File: src/rtl/wb_dcache_controller_pkg.sv
// Shared types for the write-back data cache controller: the sequencing FSM
// state encoding and the default index width.
package wb_dcache_controller_pkg;

    localparam int DCACHE_IDX_BITS_DEFAULT = 8;

    typedef enum logic [3:0] {
        S_IDLE,
        S_LOOKUP,
        S_WR_HIT,
        S_VICTIM_SWAP,
        S_WRITEBACK,
        S_TO_VICTIM,
        S_ALLOCATE,
        S_FLUSH_RD,
        S_FLUSH_CHK,
        S_FLUSH_WB,
        S_FLUSH_DONE
    } type_dcache_ctrl_state_e;

    function automatic logic is_flush_state(input type_dcache_ctrl_state_e s);
        return (s == S_FLUSH_RD) || (s == S_FLUSH_CHK) ||
               (s == S_FLUSH_WB) || (s == S_FLUSH_DONE);
    endfunction

endpackage

File: src/rtl/wb_dcache_controller.sv
// Sequencing FSM for the write-back data cache with victim cache: lookup,
// writeback, victim swap, line allocate and full-index flush walk.
module wb_dcache_controller
    import wb_dcache_controller_pkg::*;
#(
    parameter int DCACHE_IDX_BITS = DCACHE_IDX_BITS_DEFAULT
) (
    input  logic                       clk,
    input  logic                       rst_n,
    input  logic                       lsummu2dcache_req_i,
    input  logic                       lsummu2dcache_wr_i,
    input  logic                       dcache_flush_i,
    input  logic                       cache_hit_i,
    input  logic                       cache_evict_req_i,
    input  logic                       dcache_valid_i,
    input  logic                       victim_hit_i,
    input  logic                       mem2dcache_ack_i,
    output logic                       dcache2lsummu_ack_o,
    output logic                       dcache_flush_ack_o,
    output logic                       cache_wr_o,
    output logic                       cache_line_wr_o,
    output logic                       cache_line_clean_o,
    output logic                       cache_wrb_req_o,
    output logic                       write_from_victim_o,
    output logic                       write_to_victim_o,
    output logic                       lsu_victim_mux_sel_o,
    output logic                       dcache_flush_o,
    output logic [DCACHE_IDX_BITS-1:0] evict_index_o,
    output logic                       dcache2mem_req_o,
    output logic                       dcache2mem_wr_o
);

    localparam logic [DCACHE_IDX_BITS-1:0] IDX_LAST = '1;

    type_dcache_ctrl_state_e     state_q, state_d;
    logic [DCACHE_IDX_BITS-1:0]  idx_q, idx_d;
    logic                        vhit_q, vhit_d;

    always_comb begin
        state_d = state_q;
        idx_d   = idx_q;
        vhit_d  = vhit_q;
        case (state_q)
            S_IDLE: begin
                if (dcache_flush_i) begin
                    state_d = S_FLUSH_RD;
                    idx_d   = '0;
                end else if (lsummu2dcache_req_i) begin
                    state_d = S_LOOKUP;
                end
            end
            S_LOOKUP: begin
                // Remember the victim hit so a dirty line can be written back before the swap.
                vhit_d = victim_hit_i;
                if (cache_hit_i) begin
                    state_d = lsummu2dcache_wr_i ? S_WR_HIT : S_IDLE;
                end else if (dcache_valid_i && cache_evict_req_i) begin
                    state_d = S_WRITEBACK;
                end else if (victim_hit_i) begin
                    state_d = S_VICTIM_SWAP;
                end else if (dcache_valid_i) begin
                    state_d = S_TO_VICTIM;
                end else begin
                    state_d = S_ALLOCATE;
                end
            end
            S_WR_HIT: state_d = S_IDLE;
            S_VICTIM_SWAP: state_d = lsummu2dcache_wr_i ? S_WR_HIT : S_IDLE;
            S_WRITEBACK: begin
                if (mem2dcache_ack_i) begin
                    state_d = vhit_q ? S_VICTIM_SWAP : S_TO_VICTIM;
                end
            end
            S_TO_VICTIM: state_d = S_ALLOCATE;
            S_ALLOCATE: begin
                if (mem2dcache_ack_i) begin
                    state_d = S_LOOKUP;
                end
            end
            S_FLUSH_RD: state_d = S_FLUSH_CHK;
            S_FLUSH_CHK, S_FLUSH_WB: begin
                if ((state_q == S_FLUSH_CHK && !(cache_evict_req_i && dcache_valid_i)) ||
                    (state_q == S_FLUSH_WB && mem2dcache_ack_i)) begin
                    if (idx_q == IDX_LAST) begin
                        state_d = S_FLUSH_DONE;
                    end else begin
                        idx_d   = idx_q + DCACHE_IDX_BITS'(1);
                        state_d = S_FLUSH_RD;
                    end
                end else if (state_q == S_FLUSH_CHK) begin
                    state_d = S_FLUSH_WB;
                end
            end
            S_FLUSH_DONE: begin
                state_d = S_IDLE;
                idx_d   = '0;
            end
            default: state_d = S_IDLE;
        endcase
    end

    always_ff @(posedge clk or negedge rst_n) begin
        if (!rst_n) begin
            state_q <= S_IDLE;
            idx_q   <= '0;
            vhit_q  <= 1'b0;
        end else begin
            state_q <= state_d;
            idx_q   <= idx_d;
            vhit_q  <= vhit_d;
        end
    end

    // Strobes are decoded from state so line/clean writes coincide with the memory ack.
    always_comb begin
        dcache2lsummu_ack_o  = 1'b0;
        dcache_flush_ack_o   = 1'b0;
        cache_wr_o           = 1'b0;
        cache_line_wr_o      = 1'b0;
        cache_line_clean_o   = 1'b0;
        cache_wrb_req_o      = 1'b0;
        write_from_victim_o  = 1'b0;
        write_to_victim_o    = 1'b0;
        lsu_victim_mux_sel_o = 1'b0;
        dcache2mem_req_o     = 1'b0;
        dcache2mem_wr_o      = 1'b0;
        case (state_q)
            S_LOOKUP: dcache2lsummu_ack_o = cache_hit_i && !lsummu2dcache_wr_i;
            S_WR_HIT: begin
                cache_wr_o          = 1'b1;
                dcache2lsummu_ack_o = 1'b1;
            end
            S_VICTIM_SWAP: begin
                write_from_victim_o = 1'b1;
                write_to_victim_o   = dcache_valid_i;
                if (!lsummu2dcache_wr_i) begin
                    lsu_victim_mux_sel_o = 1'b1;
                    dcache2lsummu_ack_o  = 1'b1;
                end
            end
            S_WRITEBACK: begin
                cache_wrb_req_o  = 1'b1;
                dcache2mem_req_o = 1'b1;
                dcache2mem_wr_o  = 1'b1;
            end
            S_TO_VICTIM: write_to_victim_o = 1'b1;
            S_ALLOCATE: begin
                dcache2mem_req_o = 1'b1;
                cache_line_wr_o  = mem2dcache_ack_i;
            end
            S_FLUSH_WB: begin
                cache_wrb_req_o    = 1'b1;
                dcache2mem_req_o   = 1'b1;
                dcache2mem_wr_o    = 1'b1;
                cache_line_clean_o = mem2dcache_ack_i;
            end
            S_FLUSH_DONE: dcache_flush_ack_o = 1'b1;
            default: ;
        endcase
    end

    assign dcache_flush_o = is_flush_state(state_q);
    assign evict_index_o  = idx_q;

endmodule

File: config.mk
export PLATFORM = sky130hd
export DESIGN_NAME = wb_dcache_controller
export DESIGN_NICKNAME = d
export VERILOG_FILES = /design/src/rtl/wb_dcache_controller_pkg.sv /design/src/rtl/wb_dcache_controller.sv
export SDC_FILE = /design/constraint.sdc
export NUM_CORES = 1
export LEC_CHECK = 0
export ABC_CLOCK_PERIOD_IN_PS = 2300
export CAP_MARGIN = 20
export CORE_MARGIN = 8
export CORE_UTILIZATION = 45
export DETAILED_ROUTE_END_ITERATION = 8
export PLACE_DENSITY = 0.76
export SYNTH_ARGS = -nofsm -noshare
export SYNTH_HDL_FRONTEND = slang
export SYNTH_SLANG_ARGS = --single-unit
File: constraint.sdc
create_clock -name clk -period 2.3 [get_ports clk]
set_clock_uncertainty 0.15 [all_clocks]
set_input_delay 0.46 -clock clk [delete_from_list [all_inputs] [get_ports clk]]
set_output_delay 0.46 -clock clk [all_outputs]
set_load 0.02 [all_outputs]
==> results.toml, run 1 <==
[run_status]
status = "finished, final reports clean"

[power]
power.leakage_nw = 0.681
vdd_ir_drop_max_mv = 0.751
p_per_area_nw_per_um2 = 974

[worst_setup_path]
crit_end = "cache_wrb_req_o"
worstPathArrival_ns = 1.64
crit_path_start_kind = "register"
reg2reg_depth = 8
startpoint = "state_q[3]$_DFFE_PN0P_"
r2r-end = "evict_index_o[4]$_DFFE_PN0P_"
r2r_slack_ns = 0.11
endpoint_kind = "output port"
critPathKind = "reg2out"
worstPathRequired_ns = 1.69
path_max_fanout = 4
r2r_start = "state_q[3]$_DFFE_PN0P_"

[synth]
syn_area_um2 = 1030
syn-num-nets = 145
avgSynthCellArea_um2 = 7.67
ys_seq_elements = 13
synth-edff-count = 0
yosysWarnings = 0
synth_seq_area_share_pct = 31.7
syn_inst = 134
ys_types = 38
ys.flop_type = "dfrtp_1"
async_reset_ff_share_pct = 100

[timing]
setup_violations = 0
rsz0062_at_grt = "true"
hold_slack_ns = 0.405
hold_viol = 0
worstMarginPinSlew_ns = 0.645
max_slew_margin_pct = 56.9
max_freq_mhz = 444
finalCritPeriodShare_pct = 97.9
min_period_ns = 2.25
maxSlewViolCount = 0
setup_slack_ns = 0.0491

[clock_tree]
root_buffer = "clkbuf_4"
cts_buffers = 3
htreeDepth = 1
worst_skew_pair.late_latency_ns = 0.28
clkSlewWorstSetupHoldPaths_ns = 0.09
cts.path.max_buffers = 2
cts-hold-fix-buffers = 0
cts_tree = "done"
cts_num_sinks = 13

[global_routing]
grt_usage_pct = 15.5
grt_start_max_net_pins = 17
antenna_found_initial = 0
grt-ovfl-total = 0
grt_pass1_wl_um = 5260
grt_pass1_vias = 1116

[floorplan]
rows = 17
ios = 30
die_x_um = 63.8
die_h_um = 63.8
start_util_pct = 46.9
die-area_um2 = 4070
core_area_um2 = 2190

[route]
drt-pass1-iter-count = 4
drc = 0
vias = 1179
ant_nets = 0
drt_first_iter_violations = 53
routed_wl_um = 3210
post_drt_wl_per_cell_um = 15.5
vias_per_cell = 5.70

[final_layout]
num_antenna_cells = 0
final_cells = 207
seq_area_um2 = 327
multi_input_area_um2 = 649
fill_cells = 183
fin_nets = 191
area_growth_pct = 44.3
drive_above_1_share_pct = 18.4

[placement]
dp_hpwl_um = 2560
routabilityCongestion = 0.906
pre_cts_ws_ns = -0.496
dp_cells = 203
io_buffers = 29

[min_path]
hp-start = "vhit_q$_DFFE_PN0P_"
hold_class = "reg2reg"

[flow_run]
maxCapViolCount = 0
==> through the flow <==
step | cell area (um2) | TNS [ns] | util, % | power, mW
after floorplan | 1030 | -0.0597 | - | 0.908
after global placement | 1470 | -0.926 | 67.2 | 1.31
after detailed placement | 1470 | -1.40 | 67.2 | 1.33
after CTS | 1490 | -0.168 | 67.8 | 1.43
after global routing | 1480 | 0 | 67.7 | 1.55
final | 1480 | 0 | 67.7 | 1.44
==> critical path, cell delays in order, from the launching register on <==
cell           delay [ns]
dfrtp_1              0.38
nand2b_1             0.24
mux2_2               0.31
nor2_2               0.09
dlygate4sd2_1        0.35
==> power breakdown <==
group / switching (mW) / internal (mW)
sequential: 0.0532 / 0.277
clock: 0.0823 / 0.0672
combinational: 0.548 / 0.417
total: 0.684 / 0.761
==> flip-flops by register name (all words and copies together), names as in the netlist <==
register / count
vhit_q: 1
evict_index_o: 8
state_q: 4
==> synth_stat cells (all sizes together) (2+ instances only) <==
| cell | number | area, um2 |
|---|---|---|
| mux2 | 2 | 22.5 |
| buf | 7 | 35.0 |
| clkbuf | 2 | 7.51 |
| a21o | 3 | 22.5 |
| nand2b | 7 | 43.8 |
| o21ai | 10 | 50.1 |
| a21oi | 10 | 50.1 |
| a2111oi | 3 | 26.3 |
| dfrtp | 13 | 325 |
| and3 | 3 | 18.8 |
| a211o | 2 | 17.5 |
| nor3b | 2 | 20.0 |
| nand3 | 9 | 45.0 |
| nand4 | 2 | 12.5 |
| nand2 | 12 | 45.0 |
| inv | 5 | 18.8 |
| o22a | 3 | 26.3 |
| o31ai | 2 | 15.0 |
| o22ai | 2 | 12.5 |
| nor2 | 9 | 33.8 |
| or3 | 2 | 12.5 |
| nor3 | 9 | 45.0 |
| a31oi | 2 | 12.5 |
| mux2i | 2 | 20.0 |
==> metal layers <==
layer	track usage (%)	share of wire, %	up-vias
met4	4.46	0.47	0
met3	5.05	5.6	2
met1	19.1	45	564
met2	25.0	49	29
met5	0	0	-
li1	-	-	584
==> logic make-up (layout without fill, tap and decap cells) <==
kind of cell	count (synthesis)	after routing	synth area share, %
simple gates	61	61	31.2
compound gates	41	41	25.8
buf+inv	14	59	5.97
flops	13	13	31.7
mux	4	4	4.14
fa+ha+maj	1	1	1.22
==> cell type report <==
cell class	instances	area share, %
Clock buffer	4	1.77
Sequential cell	13	22.0
Timing Repair Buffer	50	28.8
Tap cell	28	2.36
Inverter	5	1.27
Multi-Input combinational cell	107	43.8
==> layout by cell type (no fill, tap or decap), types with 3 or more instances in the layout <==
master and n:
dlygate4sd2_1 9, a21o_1 3, clkbuf_4 3, o22a_1 3, nand2_1 12, nand2b_1 7
nor2_1 8, a21oi_1 10, inv_1 5, dfrtp_1 12, and3_1 3, clkdlybuf4s50_1 17
nor3_1 9, buf_4 21, nand3_1 9, o21ai_0 10
==> what timing repair did <==
| item | 4_1_cts | 5_1_grt |
|---|---|---|
| endpoints found under the setup margin | 12 | 2 |
| setup buffers | 0 | 0 |
| resized for setup | 14 | 7 |
==> worst min path at each step <==
stage                                         endpoint  slack [ns]  cells after the start
after CTS                           vhit_q$_DFFE_PN0P_        0.40                      1
after floorplan           evict_index_o[0]$_DFFE_PN0P_        0.01                      0
after detailed placement            vhit_q$_DFFE_PN0P_        0.38                      1
after global routing                vhit_q$_DFFE_PN0P_        0.45                      1
final                               vhit_q$_DFFE_PN0P_        0.40                      1
after global placement              vhit_q$_DFFE_PN0P_        0.38                      1
Power figures use the tool's default switching activity.
==> run 2: changes to the inputs <==
--- a/config.mk
+++ b/config.mk
@@ -8,9 +8,10 @@
 export ABC_CLOCK_PERIOD_IN_PS = 2300
 export CAP_MARGIN = 20
 export CORE_MARGIN = 8
-export CORE_UTILIZATION = 45
+export CORE_UTILIZATION = 30
 export DETAILED_ROUTE_END_ITERATION = 8
-export PLACE_DENSITY = 0.76
+export PLACE_DENSITY = 0.54
+export RECOVER_POWER = 100
 export SYNTH_ARGS = -nofsm -noshare
 export SYNTH_HDL_FRONTEND = slang
 export SYNTH_SLANG_ARGS = --single-unit
==> constraint.sdc (replaced) <==
create_clock -name clk -period 2.3 [get_ports clk]
set_clock_uncertainty 0.15 [all_clocks]
set_input_delay 0.69 -clock clk [delete_from_list [all_inputs] [get_ports clk]]
set_output_delay 0.69 -clock clk [all_outputs]
set_load 0.02 [all_outputs]
==> results.toml, run 2 (synthesis results as in run 1) <==
[clock_tree]
cts-hold-fix-buffers = 0
htreeDepth = 1
cts.path.max_buffers = 2
root_buffer = "clkbuf_4"
worst_skew_pair.late_latency_ns = 0.27
cts_num_sinks = 13
cts_tree = "done"
clkSlewWorstSetupHoldPaths_ns = 0.08
cts_buffers = 3

[route]
routed_wl_um = 3560
drt_first_iter_violations = 94
drc = 0
post_drt_wl_per_cell_um = 15.0
top_layer = "met4"
drt-met1-wl_um = 1570
vias = 1245
route.met3.wl_um = 128
vias_per_cell = 5.23
dr_wl_met2_um = 1820
ant_nets = 0
drt-pass1-iter-count = 4

[flow_run]
maxCapViolCount = 0

[timing]
hold_slack_ns = 0.403
min_period_ns = 2.25
maxSlewViolCount = 0
worstMarginPinSlew_ns = 0.739
hold_viol = 0
finalCritPeriodShare_pct = 97.9
rsz0062_at_grt = "true"
setup_slack_ns = 0.0479
max_slew_margin_pct = 50.7
setup_violations = 0
max_freq_mhz = 444

[worst_setup_path]
worstPathArrival_ns = 1.41
max_stage_delay_ns = 0.39
r2r_slack_ns = 0.07
critPathKind = "reg2out"
critPathSlowestCell = "dfrtp_1"
r2r_start = "state_q[1]$_DFFE_PN0P_"
endpoint_kind = "output port"
reg2reg_depth = 8
crit_chain = "nand2b_4 > or3_1 > nor2_1 > buf_4"
crit_path_start_kind = "register"
r2r-end = "evict_index_o[4]$_DFFE_PN0P_"
path_max_fanout = 5
worstPathRequired_ns = 1.46

[floorplan]
die-area_um2 = 5550
rows = 21
start_util_pct = 31.0
die_h_um = 74.5
die_x_um = 74.5
ios = 30
core_area_um2 = 3310

[global_routing]
antenna_found_initial = 0
grt_usage_pct = 12.6
grt_start_max_net_pins = 18
grt-ovfl-total = 0
grt_pass1_vias = 1162
grt_pass1_wl_um = 5530

[final_layout]
largest_reg_flops = 8
final_cell_mix = "buf_4, dfrtp_1, clkdlybuf4s50_1"
final_common_cell = "buf_4"
num_antenna_cells = 0
area_growth_pct = 60.4
fin_nets = 204
drive_above_1_share_pct = 33.3
fill_cells = 349

[min_path]
whs_endpoint = "vhit_q$_DFFE_PN0P_"
hp-start = "vhit_q$_DFFE_PN0P_"
holdPathStages = 1
hold_class = "reg2reg"

[power]
pwr-share-comb_pct = 71.4
p_per_area_nw_per_um2 = 1010
power.leakage_nw = 0.734
clkPwrFrac_pct = 8.7
p_sw_share_pct = 45.4
internal_power_mw = 0.906
vdd_ir_drop_max_mv = 0.513
switchingPower_mw = 0.754
seqPwrFrac_pct = 20.0

[placement]
io_buffers = 29
pre_cts_ws_ns = -0.787
dp_hpwl_um = 2720
routabilityCongestion = 0.780

[run_status]
status = "finished, final reports clean"
[run 2: cell types whose count changed in the layout (fill, tap and decap cells not counted), moves of 2 or more]
cell	delta
buf_6	+3
clkdlybuf4s50_1	-6
dlygate4sd2_1	-6
inv_2	+2
inv_1	-2
dlygate4sd3_1	+2
buf_4	+13
clkbuf_1	+2
nand2b_1	-2
nand2b_4	+2
buf_2	+2
nand2_2	+2
nand2_1	-2
[run 2: what timing repair did]
item / in CTS / in global routing
pin swaps: 4 / 1
resized for setup: 65 / 16
setup buffers: 0 / 2
endpoints found under the setup margin: 18 / 10
[run 2: worst max-delay path, delay by kind of cell, from the launching register on]
| kind | cells | cell delay [ns] |
|---|---|---|
| flops | 1 | 0.39 |
| buf+inv | 1 | 0.15 |
| simple gates | 3 | 0.61 |
[run 2: cell type report]
class / count / area [um2] / area share [%]
clock buffer: 4 / 26.3 / 1.59
timing repair buffer: 63 / 512 / 31.1
inverter: 5 / 18.8 / 1.14
multi-input combinational: 107 / 706 / 42.8
sequential: 13 / 328 / 19.9
tap: 46 / 57.6 / 3.49
[run 2: power by group through the flow]
| stage | registers, mW | logic [mW] | clock network [mW] |
|---|---|---|---|
| 3_3_place_gp | 0.323 | 1.09 | 0 |
| 6_report | 0.331 | 1.18 | 0.144 |
| 5_1_grt | 0.338 | 1.29 | 0.158 |
| 4_1_cts | 0.329 | 1.08 | 0.148 |
| 2_1_floorplan | 0.317 | 0.617 | 0 |
| 3_5_place_dp | 0.323 | 1.10 | 0 |
[run 2: worst max path at each step]
stage / startpoint / to / slack (ns) / cells after the start
2_1_floorplan: state_q[3]$_DFFE_PN0P_ / dcache2mem_wr_o / 0.01 / 6
3_3_place_gp: cache_hit_i / dcache2lsummu_ack_o / -0.79 / 4
3_5_place_dp: cache_hit_i / dcache2lsummu_ack_o / -0.79 / 4
4_1_cts: state_q[1]$_DFFE_PN0P_ / dcache_flush_o / -0.01 / 4
5_1_grt: state_q[2]$_DFFE_PN0P_ / dcache2lsummu_ack_o / -0.03 / 3
6_report: state_q[3]$_DFFE_PN0P_ / cache_line_wr_o / 0.05 / 4
[run 2: metrics by stage]
stage	util [%]	cell area [um2]	setup TNS, ns	std cells	total power, mW
floorplan	-	1050	0	134	0.934
global placement	48.1	1590	-5.93	232	1.41
detailed placement	48.1	1590	-6.29	232	1.43
CTS	48.4	1600	-0.00974	236	1.56
global route	49.8	1650	-0.0410	238	1.78
finish	49.8	1650	0	238	1.66
[run 2: per-layer routing]
layer	GRT usage, %	vias up
met5	0	-
met2	19.3	28
met3	0.943	4
met1	17.4	601
li1	-	612
met4	5.43	0
==> run 3: changes to the inputs <==
--- a/config.mk
+++ b/config.mk
@@ -5,12 +5,11 @@
 export SDC_FILE = /design/constraint.sdc
 export NUM_CORES = 1
 export LEC_CHECK = 0
-export ABC_CLOCK_PERIOD_IN_PS = 2300
+export ABC_CLOCK_PERIOD_IN_PS = 1900
 export CAP_MARGIN = 20
 export CORE_MARGIN = 8
 export CORE_UTILIZATION = 30
 export DETAILED_ROUTE_END_ITERATION = 8
-export PLACE_DENSITY = 0.54
 export RECOVER_POWER = 100
 export SYNTH_ARGS = -nofsm -noshare
 export SYNTH_HDL_FRONTEND = slang
==> constraint.sdc (replaced) <==
create_clock -name clk -period 1.9 [get_ports clk]
set_clock_uncertainty 0.15 [all_clocks]
set_input_delay 0.57 -clock clk [delete_from_list [all_inputs] [get_ports clk]]
set_output_delay 0.57 -clock clk [all_outputs]
set_load 0.02 [all_outputs]
==> results.toml, run 3 (synthesis results as in run 1) <==
[run_status]
status = "complete, but fails checks"
violations = "setup timing"

[timing]
max_slew_margin_pct = 75.4
worstMarginPinSlew_ns = 0.360
hold_viol = 0
finalCritPeriodShare_pct = 113
min_period_ns = 2.15
max_freq_mhz = 466
hold_slack_ns = 0.421
maxSlewViolCount = 0
rsz0062_at_grt = "true"
setup_violations = 20
setup_slack_ns = -0.247

[floorplan]
rows = 21
ios = 30
die_h_um = 74.5
core_area_um2 = 3310
die-area_um2 = 5550
start_util_pct = 31.0
die_x_um = 74.5

[final_layout]
drive_above_1_share_pct = 48.6
fin_area_um2 = 1960
fin_nets = 222
area_growth_pct = 90.9
final_common_cell = "buf_4"
num_antenna_cells = 0
fin_util_pct = 59.2
final_cell_mix = "buf_4, buf_6, nand2_1, dlygate4sd2_1"
largest_reg_flops = 8

[worst_setup_path]
max_stage_delay_ns = 0.41
worstPathArrival_ns = 1.43
cpLargestDelayFamily = "simple AND/OR/NAND/NOR gates"
endpoint_kind = "output port"
path_max_fanout = 4
worstPathRequired_ns = 1.18
critPathSlowestCell = "dfrtp_1"
critPathBufInv = 1
critPathKind = "reg2out"
crit_chain = "nand2b_4 > or3_4 > nor2_4 > buf_6"
crit_path_start_kind = "register"

[clock_tree]
root_buffer = "clkbuf_4"
cts_tree = "done"
worst_skew_pair.late_latency_ns = 0.29
cts_num_sinks = 13
cts.path.max_buffers = 2
clkSlewWorstSetupHoldPaths_ns = 0.09
cts_buffers = 3
cts-hold-fix-buffers = 0
htreeDepth = 1

[route]
drt_first_iter_violations = 56
post_drt_wl_per_cell_um = 15.3
vias_per_cell = 5.26
vias = 1346
routed_wl_um = 3920
drt-pass1-iter-count = 4
drc = 0
ant_nets = 0

[global_routing]
grt_usage_pct = 14.7
grt_pass1_vias = 1381
grt-ovfl-total = 0
antenna_found_initial = 0
grt_pass1_wl_um = 6440
grt_start_max_net_pins = 20

[power]
total_power_mw = 2.48
vdd_ir_drop_max_mv = 0.493
power.leakage_nw = 0.908
p_per_area_nw_per_um2 = 1260

[placement]
routabilityCongestion = 0.863
dp_hpwl_um = 2850
placed_area_um2 = 1750
io_buffers = 29

[flow_run]
maxCapViolCount = 0

[min_path]
hold_class = "reg2reg"
## run 3: cell types whose count changed in the layout (fill, tap and decap cells not counted), moves of 4 or more
cell             previous run  this run
nor3_2                      0         4
buf_4                      34        44
nor3_1                      9         5
clkdlybuf4s50_1            11         2
dlygate4sd2_1               3        10
buf_6                       3        18
## run 3: cell type report
cell class,count,area (um2)
fillers,305,1350
multi-input cells,107,840
repair buffers,81,688
flip-flops and latches,13,330
well taps,46,57.6
clock buffers,4,26.3
inverters,5,18.8
## run 3: layer usage
| metal | global-route usage (%) | share of wire, % |
|---|---|---|
| met4 | 6.74 | 2.3 |
| met1 | 17.0 | 42 |
| met2 | 24.6 | 50 |
| met3 | 4.04 | 5.4 |
| met5 | 0 | 0 |
## run 3: worst paths after layout
path	startpoint	to	slack [ns]	cells past startpoint
setup / recovery	state_q[3]$_DFFE_PN0P_	cache_line_wr_o	-0.25	4
hold / removal	evict_index_o[4]$_DFFE_PN0P_	evict_index_o[4]$_DFFE_PN0P_	0.42	1
setup reg to reg	state_q[1]$_DFFE_PN0P_	evict_index_o[2]$_DFFE_PN0P_	-0.08	8
hold reg to reg	evict_index_o[4]$_DFFE_PN0P_	evict_index_o[4]$_DFFE_PN0P_	0.42	1
max in group asynchronous	rst_n	state_q[0]$_DFFE_PN0P_	0.51	2
min in group asynchronous	rst_n	evict_index_o[0]$_DFFE_PN0P_	0.44	1
## run 3: what timing repair did
| action | CTS | global route |
|---|---|---|
| cloned | 0 | 0 |
| endpoints found under the setup margin | 30 | 26 |
| pin swaps | 9 | 6 |
| resized for setup | 98 | 24 |
| buffers inserted | 7 | 5 |
## run 3: where the power goes
group,internal (mW),switching [mW],total [mW]
registers,0.339,0.0753,0.414
clock network,0.0817,0.102,0.183
logic,0.977,0.905,1.88
## run 3: stage by stage
stage | instances | setup WS, ns | TNS, ns
finish | 256 | -0.247 | -2.57
global route | 256 | -0.324 | -3.69
detailed placement | 240 | -0.955 | -12.67
CTS | 251 | -0.238 | -3.21
global placement | 240 | -0.933 | -12.99
floorplan | 134 | -0.120 | -0.486
